### src/rtl/alu_pkg.sv
// Shared definitions for the alu_core datapath.
// Holds the opcode encoding and the default operand width.
package alu_pkg;

  localparam int WIDTH_DEF = 8;

  typedef enum logic [3:0] {
    ADD   = 4'b0000,
    SUB   = 4'b0001,
    AND   = 4'b0010,
    OR    = 4'b0011,
    XOR   = 4'b0100,
    NOT   = 4'b0101,
    SHL   = 4'b0110,
    SHR   = 4'b0111,
    ROL   = 4'b1000,
    ROR   = 4'b1001,
    MUL   = 4'b1010,
    INC   = 4'b1011,
    DEC   = 4'b1100,
    EQ    = 4'b1101,
    LTU   = 4'b1110,
    PASSB = 4'b1111
  } alu_op_e;

endpackage

### src/rtl/alu_ops.sv
// Combinational ALU function block: (a, b, select) -> result.
// All arithmetic is unsigned and wraps modulo 2^WIDTH.
module alu_ops
  import alu_pkg::*;
#(
  parameter int WIDTH = WIDTH_DEF
) (
  input  logic [WIDTH-1:0] i_a,
  input  logic [WIDTH-1:0] i_b,
  input  alu_op_e          i_op,
  output logic [WIDTH-1:0] o_result
);

  logic [WIDTH-1:0] w_one;
  assign w_one = {{(WIDTH-1){1'b0}}, 1'b1};

  always_comb begin
    // NOTE: default first so every path assigns o_result and no latch is inferred.
    o_result = '0;
    case (i_op)
      ADD:   o_result = i_a + i_b;
      SUB:   o_result = i_a - i_b;
      AND:   o_result = i_a & i_b;
      OR:    o_result = i_a | i_b;
      XOR:   o_result = i_a ^ i_b;
      NOT:   o_result = ~i_a;
      SHL:   o_result = {i_a[WIDTH-2:0], 1'b0};
      SHR:   o_result = {1'b0, i_a[WIDTH-1:1]};
      ROL:   o_result = {i_a[WIDTH-2:0], i_a[WIDTH-1]};
      ROR:   o_result = {i_a[0], i_a[WIDTH-1:1]};
      MUL:   o_result = i_a * i_b;
      INC:   o_result = i_a + w_one;
      DEC:   o_result = i_a - w_one;
      EQ:    o_result = {{(WIDTH-1){1'b0}}, (i_a == i_b)};
      LTU:   o_result = {{(WIDTH-1){1'b0}}, (i_a < i_b)};
      PASSB: o_result = i_b;
      default: o_result = '0;
    endcase
  end

endmodule

### src/rtl/alu_core.sv
// Registered ALU: operands and opcode sampled each edge, result one cycle later.
// The output is o_final because "final" is a reserved word in SystemVerilog.
module alu_core
  import alu_pkg::*;
#(
  parameter int WIDTH = WIDTH_DEF
) (
  input  logic             clk,
  input  logic             rst,
  input  logic [WIDTH-1:0] a,
  input  logic [WIDTH-1:0] b,
  input  logic [3:0]       select,
  output logic [WIDTH-1:0] o_final
);

  logic [WIDTH-1:0] w_result;
  logic [WIDTH-1:0] r_final;

  alu_ops #(.WIDTH(WIDTH)) u_ops (
    .i_a      (a),
    .i_b      (b),
    .i_op     (alu_op_e'(select)),
    .o_result (w_result)
  );

  // rst is active-low; asserting it clears the result without waiting for clk.
  always_ff @(posedge clk or negedge rst) begin
    if (!rst) begin
      r_final <= '0;
    end else begin
      // NOTE: non-blocking assignment for state so all flops update together at the edge.
      r_final <= w_result;
    end
  end

  assign o_final = r_final;

endmodule

### config.mk
export PLATFORM = sky130hd
export DESIGN_NAME = alu_core
export DESIGN_NICKNAME = d
export VERILOG_FILES = /design/src/rtl/alu_pkg.sv /design/src/rtl/alu_ops.sv /design/src/rtl/alu_core.sv
export SDC_FILE = /design/constraint.sdc
export NUM_CORES = 1
export LEC_CHECK = 0
export BUFFER_PORTS_ARGS = -buffer_cell sky130_fd_sc_hd__clkbuf_2
export CAP_MARGIN = 0
export CORE_MARGIN = 1
export CORE_UTILIZATION = 55
export DETAILED_ROUTE_END_ITERATION = 8
export PLACE_DENSITY_LB_ADDON = 0.2
export SKIP_CTS_REPAIR_TIMING = 1
export SLEW_MARGIN = 10
export SYNTH_ARGS = -nofsm -noshare
export SYNTH_HDL_FRONTEND = slang
export SYNTH_SLANG_ARGS = --single-unit
### constraint.sdc
create_clock -name clk -period 0.8 [get_ports clk]
set_input_delay 0.12 -clock clk [delete_from_list [all_inputs] [get_ports clk]]
set_output_delay 0.12 -clock clk [all_outputs]
set_load 0.03 [all_outputs]
==> impl_metrics.env <==
export IMPL_outcome="complete, but fails checks"
export IMPL_violations="negative setup slack"
export IMPL_worstPathRequired_ns=0.91
export IMPL_dr_pass1_iters=5
export IMPL_yosys_warnings=0
export IMPL_max_clock_path_buffers=2
export IMPL_area_growth_pct=51.3
export IMPL_cp_end_kind="flop"
export IMPL_top_usage_layer="met2"
export IMPL_grt_met3_usage_pct=3.43
export IMPL_grtUsageTotal_pct=40.3
export IMPL_ir_worst_vdd_v=0.000825
export IMPL_internal_power_w=0.00264
export IMPL_max_clock_freq_mhz=284
export IMPL_grtUsageMet1_pct=51.4
export IMPL_cts_root_buf="clkbuf_8"
export IMPL_antennaDiodeCount=0
export IMPL_pre_cts_ws_ns=-2.74
export IMPL_nets=597
export IMPL_io_pins=30
export IMPL_layout_min_cycle_time_ns=3.52
export IMPL_synth_distinct_cells=48
export IMPL_rows=25
export IMPL_total_power_w=0.00497
export IMPL_grt_setup_unrepaired="true"
export IMPL_clkPwrFrac_pct=10.1
export IMPL_met2_usage_pct=69.6
export IMPL_worst_ep_arrival_time_ns=3.63
export IMPL_layout_setup_ws_ns=-2.72
export IMPL_antenna_found_initial=0
export IMPL_slew_violations=0
export IMPL_clk_pin_slew_ns=0.04
export IMPL_slew_headroom_pct=66.1
export IMPL_p_sw_w=0.00233
export IMPL_power_leakage_nw=2.02
export IMPL_drive_gt1_share_pct=38.7
export IMPL_p_per_area_mw_per_mm2=1160
export IMPL_synthTopCellsByArea="ha_1 (21%), fa_1 (9.9%), xnor2_1 (7.7%)"
export IMPL_cts_buffers=3
export IMPL_routed_wl_um=12400
export IMPL_syn_inst=388
export IMPL_gp_congestion=0.937
export IMPL_dr_total_vias=3644
export IMPL_synth_edf_count=0
export IMPL_drcViolationCount=0
export IMPL_p_sw_share_pct=46.9
export IMPL_setup_violations=16
export IMPL_pwr_share_comb_pct=79.4
export IMPL_overflow=0
export IMPL_grt_max_degree=27
export IMPL_worst_pin_slew_ns=0.495
export IMPL_min_period_over_period_pct=440
export IMPL_synth_ff_type="dfrtp_1"
export IMPL_grt_pass1_wl_um=16200
export IMPL_cp_max_fo=5
export IMPL_wire_per_inst_um=21.5
export IMPL_crit_path_start_kind="input pin"
export IMPL_synth_top_cell_area_share_pct=21.2
export IMPL_maxCapViolCount=0
export IMPL_die_area_mm2=0.00545
export IMPL_syn_cell_area_mm2=0.00284
export IMPL_die_y_um=73.8
export IMPL_synth_largest_area_cell="ha_1"
export IMPL_clkSinkCount=8
export IMPL_grt_pass1_vias=3232
export IMPL_start_util_pct=58.5
export IMPL_finalHoldViolCount=0
export IMPL_coreArea_mm2=0.00485
export IMPL_hpwl_um=8590
export IMPL_synth_avg_cell_area_um2=7.31
export IMPL_syn_nets=472
export IMPL_largest_reg_flops=8
export IMPL_ctsHtreeMaxLevel=1
export IMPL_crit_type="input pin to flop"
export IMPL_die_w_um=73.8
export IMPL_ys_ff_latch=8
export IMPL_cts_tree="yes"
export IMPL_p_seq_share_pct=10.5
export IMPL_vias_per_cell=6.30
export IMPL_ys_seq_area_share_pct=7.05
export IMPL_hp_class="input pin to asynchronous set/reset pin"
export IMPL_antenna_left=0
export IMPL_drt_iter0_drc=543
export IMPL_port_buffers=29
export IMPL_async_reset_ff_share_pct=100
==> layout make-up <==
cell class	instances	area [um2]
sequential	8	200
inverter	54	231
timing repair buffer	134	1050
fill	235	554
multi-input combinational	312	2690
clock buffer	3	41.3
tap	67	83.8
==> cells in the mapped netlist, types with 2 or more instances <==
cell type	count
o21ai_0	28
inv_1	53
a221o_1	3
or3_1	2
nor4_1	3
o21bai_1	2
a22o_1	4
nor3_1	7
nand2b_1	5
a22oi_1	8
a21oi_1	26
buf_2	3
a31oi_1	3
xnor2_1	25
mux2i_1	5
buf_1	3
a32oi_1	2
xor2_1	9
o22ai_1	6
nor2_1	45
or4_1	2
nand3_1	6
a21o_1	2
dfrtp_1	8
a221oi_1	3
nor2b_1	2
clkbuf_1	7
ha_1	48
fa_1	14
nand2_1	35
o211ai_1	2
==> through the flow <==
stage	utilization [%]	setup TNS, ns	cells	cell area, um2	hold slack, ns
floorplan	-	-13.28	388	3000	-0.176
global placement	79.9	-16.35	568	3880	-0.0343
detailed placement	79.9	-16.82	568	3880	-0.0290
CTS	80.8	-15.62	571	3920	-0.276
global route	88.6	-16.34	578	4290	0.307
finish	88.6	-15.64	578	4290	0.260
==> cells by family (layout without fill, tap and decap cells) <==
family | Yosys count | count (layout) | share of synthesized area [%]
xor+xnor | 34 | 34 | 10.5
fa+ha+maj | 63 | 63 | 31.4
flops | 8 | 8 | 7.05
simple gates | 110 | 110 | 17.5
buf+inv | 68 | 191 | 9.39
compound gates | 99 | 99 | 22.0
mux | 6 | 6 | 2.16
==> layer usage <==
| metal | part of all wire, % | vias up |
|---|---|---|
| met2 | 47 | 299 |
| met4 | 8.3 | 0 |
| li1 | - | 1569 |
| met1 | 35 | 1665 |
| met5 | 0 | - |
| met3 | 9.7 | 111 |
==> how the worst max path moves through the flow <==
stage | from | endpoint | cells after the start
finish | b[2] | o_final[7]$_DFF_PN0_ | 15
floorplan | b[2] | o_final[6]$_DFF_PN0_ | 15
global placement | a[3] | o_final[6]$_DFF_PN0_ | 16
detailed placement | a[3] | o_final[6]$_DFF_PN0_ | 16
global route | b[4] | o_final[7]$_DFF_PN0_ | 16
CTS | a[3] | o_final[6]$_DFF_PN0_ | 16
==> critical path, cell delays in order <==
cell and delay, ns:
buf_4 0.16, ha_4 0.18, fa_2 0.37, fa_1 0.53
ha_4 0.30, inv_2 0.03, fa_1 0.51, inv_2 0.05
ha_4 0.25, a21o_1 0.17, a21oi_1 0.27, xnor2_1 0.20
xnor2_1 0.17, o22ai_2 0.13, a2bb2oi_2 0.18
==> cell usage in the layout (no fill, tap or decap), drive strengths merged, types with 3 or more instances in the layout <==
cell type,n
nand2,35
nor3,7
xor2,9
nor2,45
a22oi,8
o22ai,6
clkinvlp,3
a221o,3
inv,50
a22o,4
clkbuf,17
a221oi,3
xnor2,25
ha,48
nand2b,5
a21oi,26
mux2i,5
o21ai,29
nand3,6
dfrtp,8
or4,3
fa,14
buf,119
nor4,4
a31oi,3
==> power groups by stage <==
stage | clock (W) | sequential [W] | combinational (W)
after detailed placement | 0 | 0.000503 | 0.00329
after global routing | 0.000529 | 0.000525 | 0.00419
after CTS | 0.000501 | 0.000499 | 0.00332
final | 0.000500 | 0.000520 | 0.00395
after floorplan | 0 | 0.000654 | 0.00194
after global placement | 0 | 0.000503 | 0.00317
Note: power is estimated with default switching activity, not from simulation.
